**config.mk**
```make
export PLATFORM = sky130hd
export DESIGN_NAME = phase_freq_meter
export DESIGN_NICKNAME = d
export VERILOG_FILES = /design/src/rtl/phase_freq_meter.sv
export SDC_FILE = /design/constraint.sdc
export NUM_CORES = 1
export LEC_CHECK = 0
export ABC_AREA = 1
export BUFFER_PORTS_ARGS = -buffer_cell sky130_fd_sc_hd__buf_2
export CORE_AREA = 2 2 155 81
export DETAILED_ROUTE_END_ITERATION = 7
export DIE_AREA = 0 0 157 83
export GPL_TIMING_DRIVEN = 0
export PLACE_DENSITY = 0.63
export RECOVER_POWER = 50
export SLEW_MARGIN = 20
export SYNTH_ARGS = -nofsm -noshare
export SYNTH_HDL_FRONTEND = slang
export SYNTH_SLANG_ARGS = --single-unit
export TNS_END_PERCENT = 50
```
**constraint.sdc**
```tcl
create_clock -name clk -period 3.4 [get_ports clk]
set_input_delay 0.34 -clock clk [delete_from_list [all_inputs] [get_ports clk]]
set_output_delay 0.34 -clock clk [all_outputs]
set_load 0.05 [all_outputs]
```
**src/rtl/phase_freq_meter.sv**
```systemverilog
`default_nettype none
// +--------------------------------------------------------------------------+
// | Module      : phase_freq_meter                                           |
// | Description : Recovers the phase increment of an NCO from its 8-bit      |
// |               phase stream by summing modulo-256 phase differences over  |
// |               2^WIN enabled samples and scaling the sum to phinc units.  |
// |               Optional lock detector enabled by PFM_LOCK_DETECT_EN.      |
// | Revision    : 1.0  initial release                                       |
// +--------------------------------------------------------------------------+
module phase_freq_meter #(
   parameter int m   = 28,
   parameter int WIN = 20,
   parameter int TOL = 1
) (
   input  logic       clk,
   input  logic       clrn,
   input  logic       en,
   input  logic [7:0] phase_in,
   output logic [7:0] phinc_est,
   output logic       est_valid,
   output logic       locked
);

   // Scaling shift from window-averaged phase steps to accumulator phinc units
   localparam int SH = m - 8 - WIN;
   // Sum of 2^WIN differences of at most 255 each always fits in WIN+8 bits
   localparam int SW = WIN + 8;

   if (WIN < 1 || WIN > m - 8 || TOL < 0) begin : g_param_check
      $error("phase_freq_meter: WIN must be in 1..m-8 and TOL must be >= 0");
   end

   logic [7:0]    prev_phase;
   logic          have_prev;
   logic [SW-1:0] sum;
   logic [SW-1:0] sum_final;
   logic [WIN-1:0] cnt;
   logic          close_pend;

   logic [7:0]    diff;
   logic [SW-1:0] sum_next;
   logic [m-1:0]  scaled;
   logic [7:0]    est_sat;

   // Modulo-256 subtraction: wraps such as 250->4 naturally give a positive step
   assign diff     = phase_in - prev_phase;
   assign sum_next = sum + {{WIN{1'b0}}, diff};
   assign scaled   = m'(sum_final) << SH;
   assign est_sat  = (|scaled[m-1:8]) ? 8'hFF : scaled[7:0];

   // Window accumulation, window close and registered estimate output
   always_ff @(posedge clk) begin
      if (!clrn) begin
         prev_phase <= 8'd0;
         have_prev  <= 1'b0;
         sum        <= '0;
         sum_final  <= '0;
         cnt        <= '0;
         close_pend <= 1'b0;
         phinc_est  <= 8'd0;
         est_valid  <= 1'b0;
      end else begin
         est_valid  <= close_pend;
         close_pend <= 1'b0;
         if (close_pend) begin
            phinc_est <= est_sat;
         end
         if (en) begin
            prev_phase <= phase_in;
            if (!have_prev) begin
               // First sample after reset only primes the difference history
               have_prev <= 1'b1;
            end else if (&cnt) begin
               // This sample supplies the last difference of the window
               sum_final  <= sum_next;
               close_pend <= 1'b1;
               sum        <= '0;
               cnt        <= '0;
            end else begin
               sum <= sum_next;
               cnt <= cnt + 1'b1;
            end
         end
      end
   end

`ifdef PFM_LOCK_DETECT_EN
   typedef enum logic [1:0] {
      ACQ    = 2'd0,
      CHECK  = 2'd1,
      LOCKED = 2'd2
   } lock_state_t;

   lock_state_t state;
   logic [7:0]  last_est;
   logic [7:0]  delta;
   logic        within;

   assign delta  = (phinc_est >= last_est) ? (phinc_est - last_est) : (last_est - phinc_est);
   assign within = (32'(delta) <= 32'(TOL));

   // Lock FSM advances only when a fresh estimate is presented
   always_ff @(posedge clk) begin
      if (!clrn) begin
         state    <= ACQ;
         last_est <= 8'd0;
         locked   <= 1'b0;
      end else if (est_valid) begin
         last_est <= phinc_est;
         case (state)
            ACQ: begin
               state  <= CHECK;
               locked <= 1'b0;
            end
            CHECK: begin
               if (within) begin
                  state  <= LOCKED;
                  locked <= 1'b1;
               end
            end
            LOCKED: begin
               if (!within) begin
                  state  <= CHECK;
                  locked <= 1'b0;
               end
            end
            default: begin
               state  <= ACQ;
               locked <= 1'b0;
            end
         endcase
      end
   end
`else
   assign locked = 1'b0;
`endif

endmodule
`default_nettype wire

```
==> results by group <==
GRT
  • Largest net degree at the start of global routing: 18
  • Total track usage: a little over a fifth
  • Busiest grt layer: met1
  • First-pass GRT wire length: 21.94 mm
  • M1 GR Usage: 37.18%
  • Vias in the first global route: 4,145
  • Initial antenna violation count: 0
  • M3 GR Usage: 4.854%
  • Met2 Use GR: approximately 26%
  • Total congestion overflow: 0

Yosys
  • Synthesized flop and latch total: 95
  • Seq/Total Area, Yosys: 37.91%
  • Post-synth top flop: dfxtp_1
  • Synth unique cells: 32
  • Cell Area, Synth: ~5000 sq um
  • Synth warn: 0
  • Post-synth top area share: a little under two fifths
  • Post-synthesis mux area share: 0%
  • Top post-synthesis cells by area: dfxtp_1, nand2_1, inv_1
  • XOR/XNOR share of the synthesized area: 4.364%
  • Post-synth EDFFs: 0
  • Syn_nets: 785
  • Post-synthesis adder-cell area fraction: 4.788%
  • Main combinational cell family by area after synthesis: simple AND/OR/NAND/NOR gates
  • Async SR Flop Fraction: 0%
  • Avg Cell Area, Syn: 6.637 sq um
  • Simple-Gate Fraction of Synth Area: 35.41%
  • Synth area leader: dfxtp_1
  • Synth Area in Compound Gates: 8.379%
  • Post-Synthesis Cells: 756

STA
  • Slew HR: approximately 55%
  • Final setup viols: 0
  • Final slew viol count: 0
  • Worst Tran Pin Value: around 0.68 ns
  • Fmax: around 0.32 GHz
  • Final WS setup: 0.2676 ns
  • Final Hold Fails: 0
  • RSZ-0062 raised after global routing: no
  • Final worst path period share: just over 90%
  • Crit path time final: 3.132 ns
  • Final Skew: 0.008974 ns

Drt
  • Final antenna-violating net count: 0
  • Final WL: 13.79 mm
  • 1st-iter DRT viols: 623
  • Vias: ~4,900
  • WL/cell: 14.43 um
  • DRT Pass-1 Iters: 7
  • Vias per cell: about 5.1
  • DRC: 0

Power
  • Leak: ~2.4 nW
  • VDD IR max: 0.2019 mV
  • Pwr dens: around 440 nW/um^2

Layout
  • Post-layout util: 48.18%
  • Proportion of layout cells with a drive suffix above 1: 5.815%
  • Most common cell after layout, fill and taps aside: nand2_1
  • Fillers: 1,198
  • Most frequent cells in the layout: nand2_1, dfxtp_1, inv_1, nor2_1, nand3_1
  • Register Area: 1902 sq um
  • Ant diodes: 0
  • Post-Layout Cell Count: 956
  • Fin nets: 815
  • Multi-input logic area: 2666 sq um
  • Syn-to-layout area delta: 11.35%

Critical path
  • Arr. time, crit path: ~3.4 ns
  • CP Launch Type: flip-flop
  • CP endpoint kind: flip-flop
  • Worst-path fanout max: 8
  • Kind of critical path: flip-flop to flip-flop
  • Worst path required time: approximately 3.7 ns

Clocking
  • Clk buf depth: 2
  • CTS Root Cell: clkbuf_16
  • Clock sink count: 95
  • Post-CTS setup buffer count: 0
  • Worst skew pair latency: 0.35 ns
  • CTS tree: built
  • Post-cts hold buffer count: 0
  • H-tree levels: 3
  • Reg clk slew, reported paths: 0.07 ns
  • CTS Buf Count: 9

Placed design
  • IO Port Bufs: 19
  • HPWL reported at the end of detailed placement: 10.77 mm
  • Post-place setup slack: -0.03419 ns
  • GP Congestion: ~0.93
  • Placed cells: 940

Floorplanning
  • # rows: 28
  • Starting Density: approximately 43%
  • Die Span Y: 83 um
  • Die Wd: 157 um
  • Die area: 13,030 sq um
  • Core area: ~12,000 sq um
  • I/O pin count: 21

Min path
  • Hold Path Class: primary input to flip-flop

Run status
  • Status: complete, no violations

Job
  • MaxCap Viol Count: 0
power breakdown:
group	switching (mW)	internal, mW
sequential	0.00905	1.13
combinational	0.236	0.106
clock	0.489	0.510
total	0.734	1.75
worst max-delay path, stage by stage, from the launching register on:
cell,delay [ns]
dfxtp_1,0.34
ha_1,0.15
inv_1,0.06
fa_1,0.40
nand3_1,0.11
nand2_1,0.06
nand2_1,0.08
nand2_1,0.06
a21oi_1,0.15
xnor2_1,0.09
ha_1,0.36
nand2_1,0.12
nor2_1,0.23
nand3_1,0.14
nand3_2,0.21
nand2_1,0.08
nand2_1,0.10
nand3_1,0.19
o21ai_0,0.14
stage by stage:
| stage | TNS, ns | area, sq um | power (mW) | hold WS [ns] |
|---|---|---|---|---|
| 2_1_floorplan | 0 | 5017 | 1.400 | 0.4192 |
| 3_3_place_gp | -0.1003 | 5319 | 1.499 | 0.4313 |
| 3_5_place_dp | -0.03419 | 5319 | 1.498 | 0.4382 |
| 4_1_cts | 0 | 5602 | 2.483 | 0.2670 |
| 5_1_grt | 0 | 5587 | 2.560 | 0.2829 |
| 6_report | 0 | 5587 | 2.480 | 0.2613 |
cell type report:
class | count | area share (%)
Clock inverter | 6 | 0.9630
Inverter | 92 | 6.181
Multi-Input combinational cell | 547 | 47.73
Buffer | 22 | 1.814
Clock buffer | 10 | 4.099
Sequential cell | 95 | 34.04
Timing Repair Buffer | 19 | 1.478
Tap cell | 165 | 3.695
routing by layer:
layer / vias to the layer above / wire [um] / part of all wire, %
met4: 0 / 146 / 1.1
met5: - / 0 / 0
li1: 2448 / - / -
met1: 2191 / 7570 / 55
met2: 202 / 4573 / 33
met3: 22 / 1500 / 11
flip-flops by register name (all words and copies together) (netlist names):
| register | count |
|---|---|
| scaled | 28 |
| sum | 28 |
| cnt | 20 |
| phinc_est | 8 |
| prev_phase | 8 |
| close_pend | 1 |
| est_valid | 1 |
| have_prev | 1 |
final timing paths:
check	startpoint	end	slack (ns)	cells past startpoint
max	prev_phase[0]	scaled[14]	0.27	18
min	phase_in[7]	prev_phase[7]	0.26	3
max reg2reg	prev_phase[0]	scaled[14]	0.27	18
min reg2reg	scaled[20]	scaled[20]	0.45	2
synthesized netlist by cell type (all sizes together) (7+ instances only):
library cell / n
a21oi: 47
buf: 12
clkbuf: 10
dfxtp: 95
ha: 16
inv: 92
nand2: 248
nand3: 58
nand3b: 7
nand4: 13
nor2: 82
o21ai: 33
xnor2: 11
xor2: 14
timing repair:
item,4_1_cts,5_1_grt
gates resized for setup,0,3
endpoints found under the hold margin,0,0
endpoints found under the setup margin,0,6
cell families (layout without fill, tap and decap cells):
logic type | count (synthesis) | in the layout
AOI/OAI and AO/OA | 83 | 83
xor gates and xnor gates | 25 | 25
adders and majority gates | 18 | 18
buffers and inverters | 114 | 149
DFF | 95 | 95
other | 1 | 1
and+or+nand+nor | 420 | 420
Note: power is estimated with default switching activity, not from simulation.
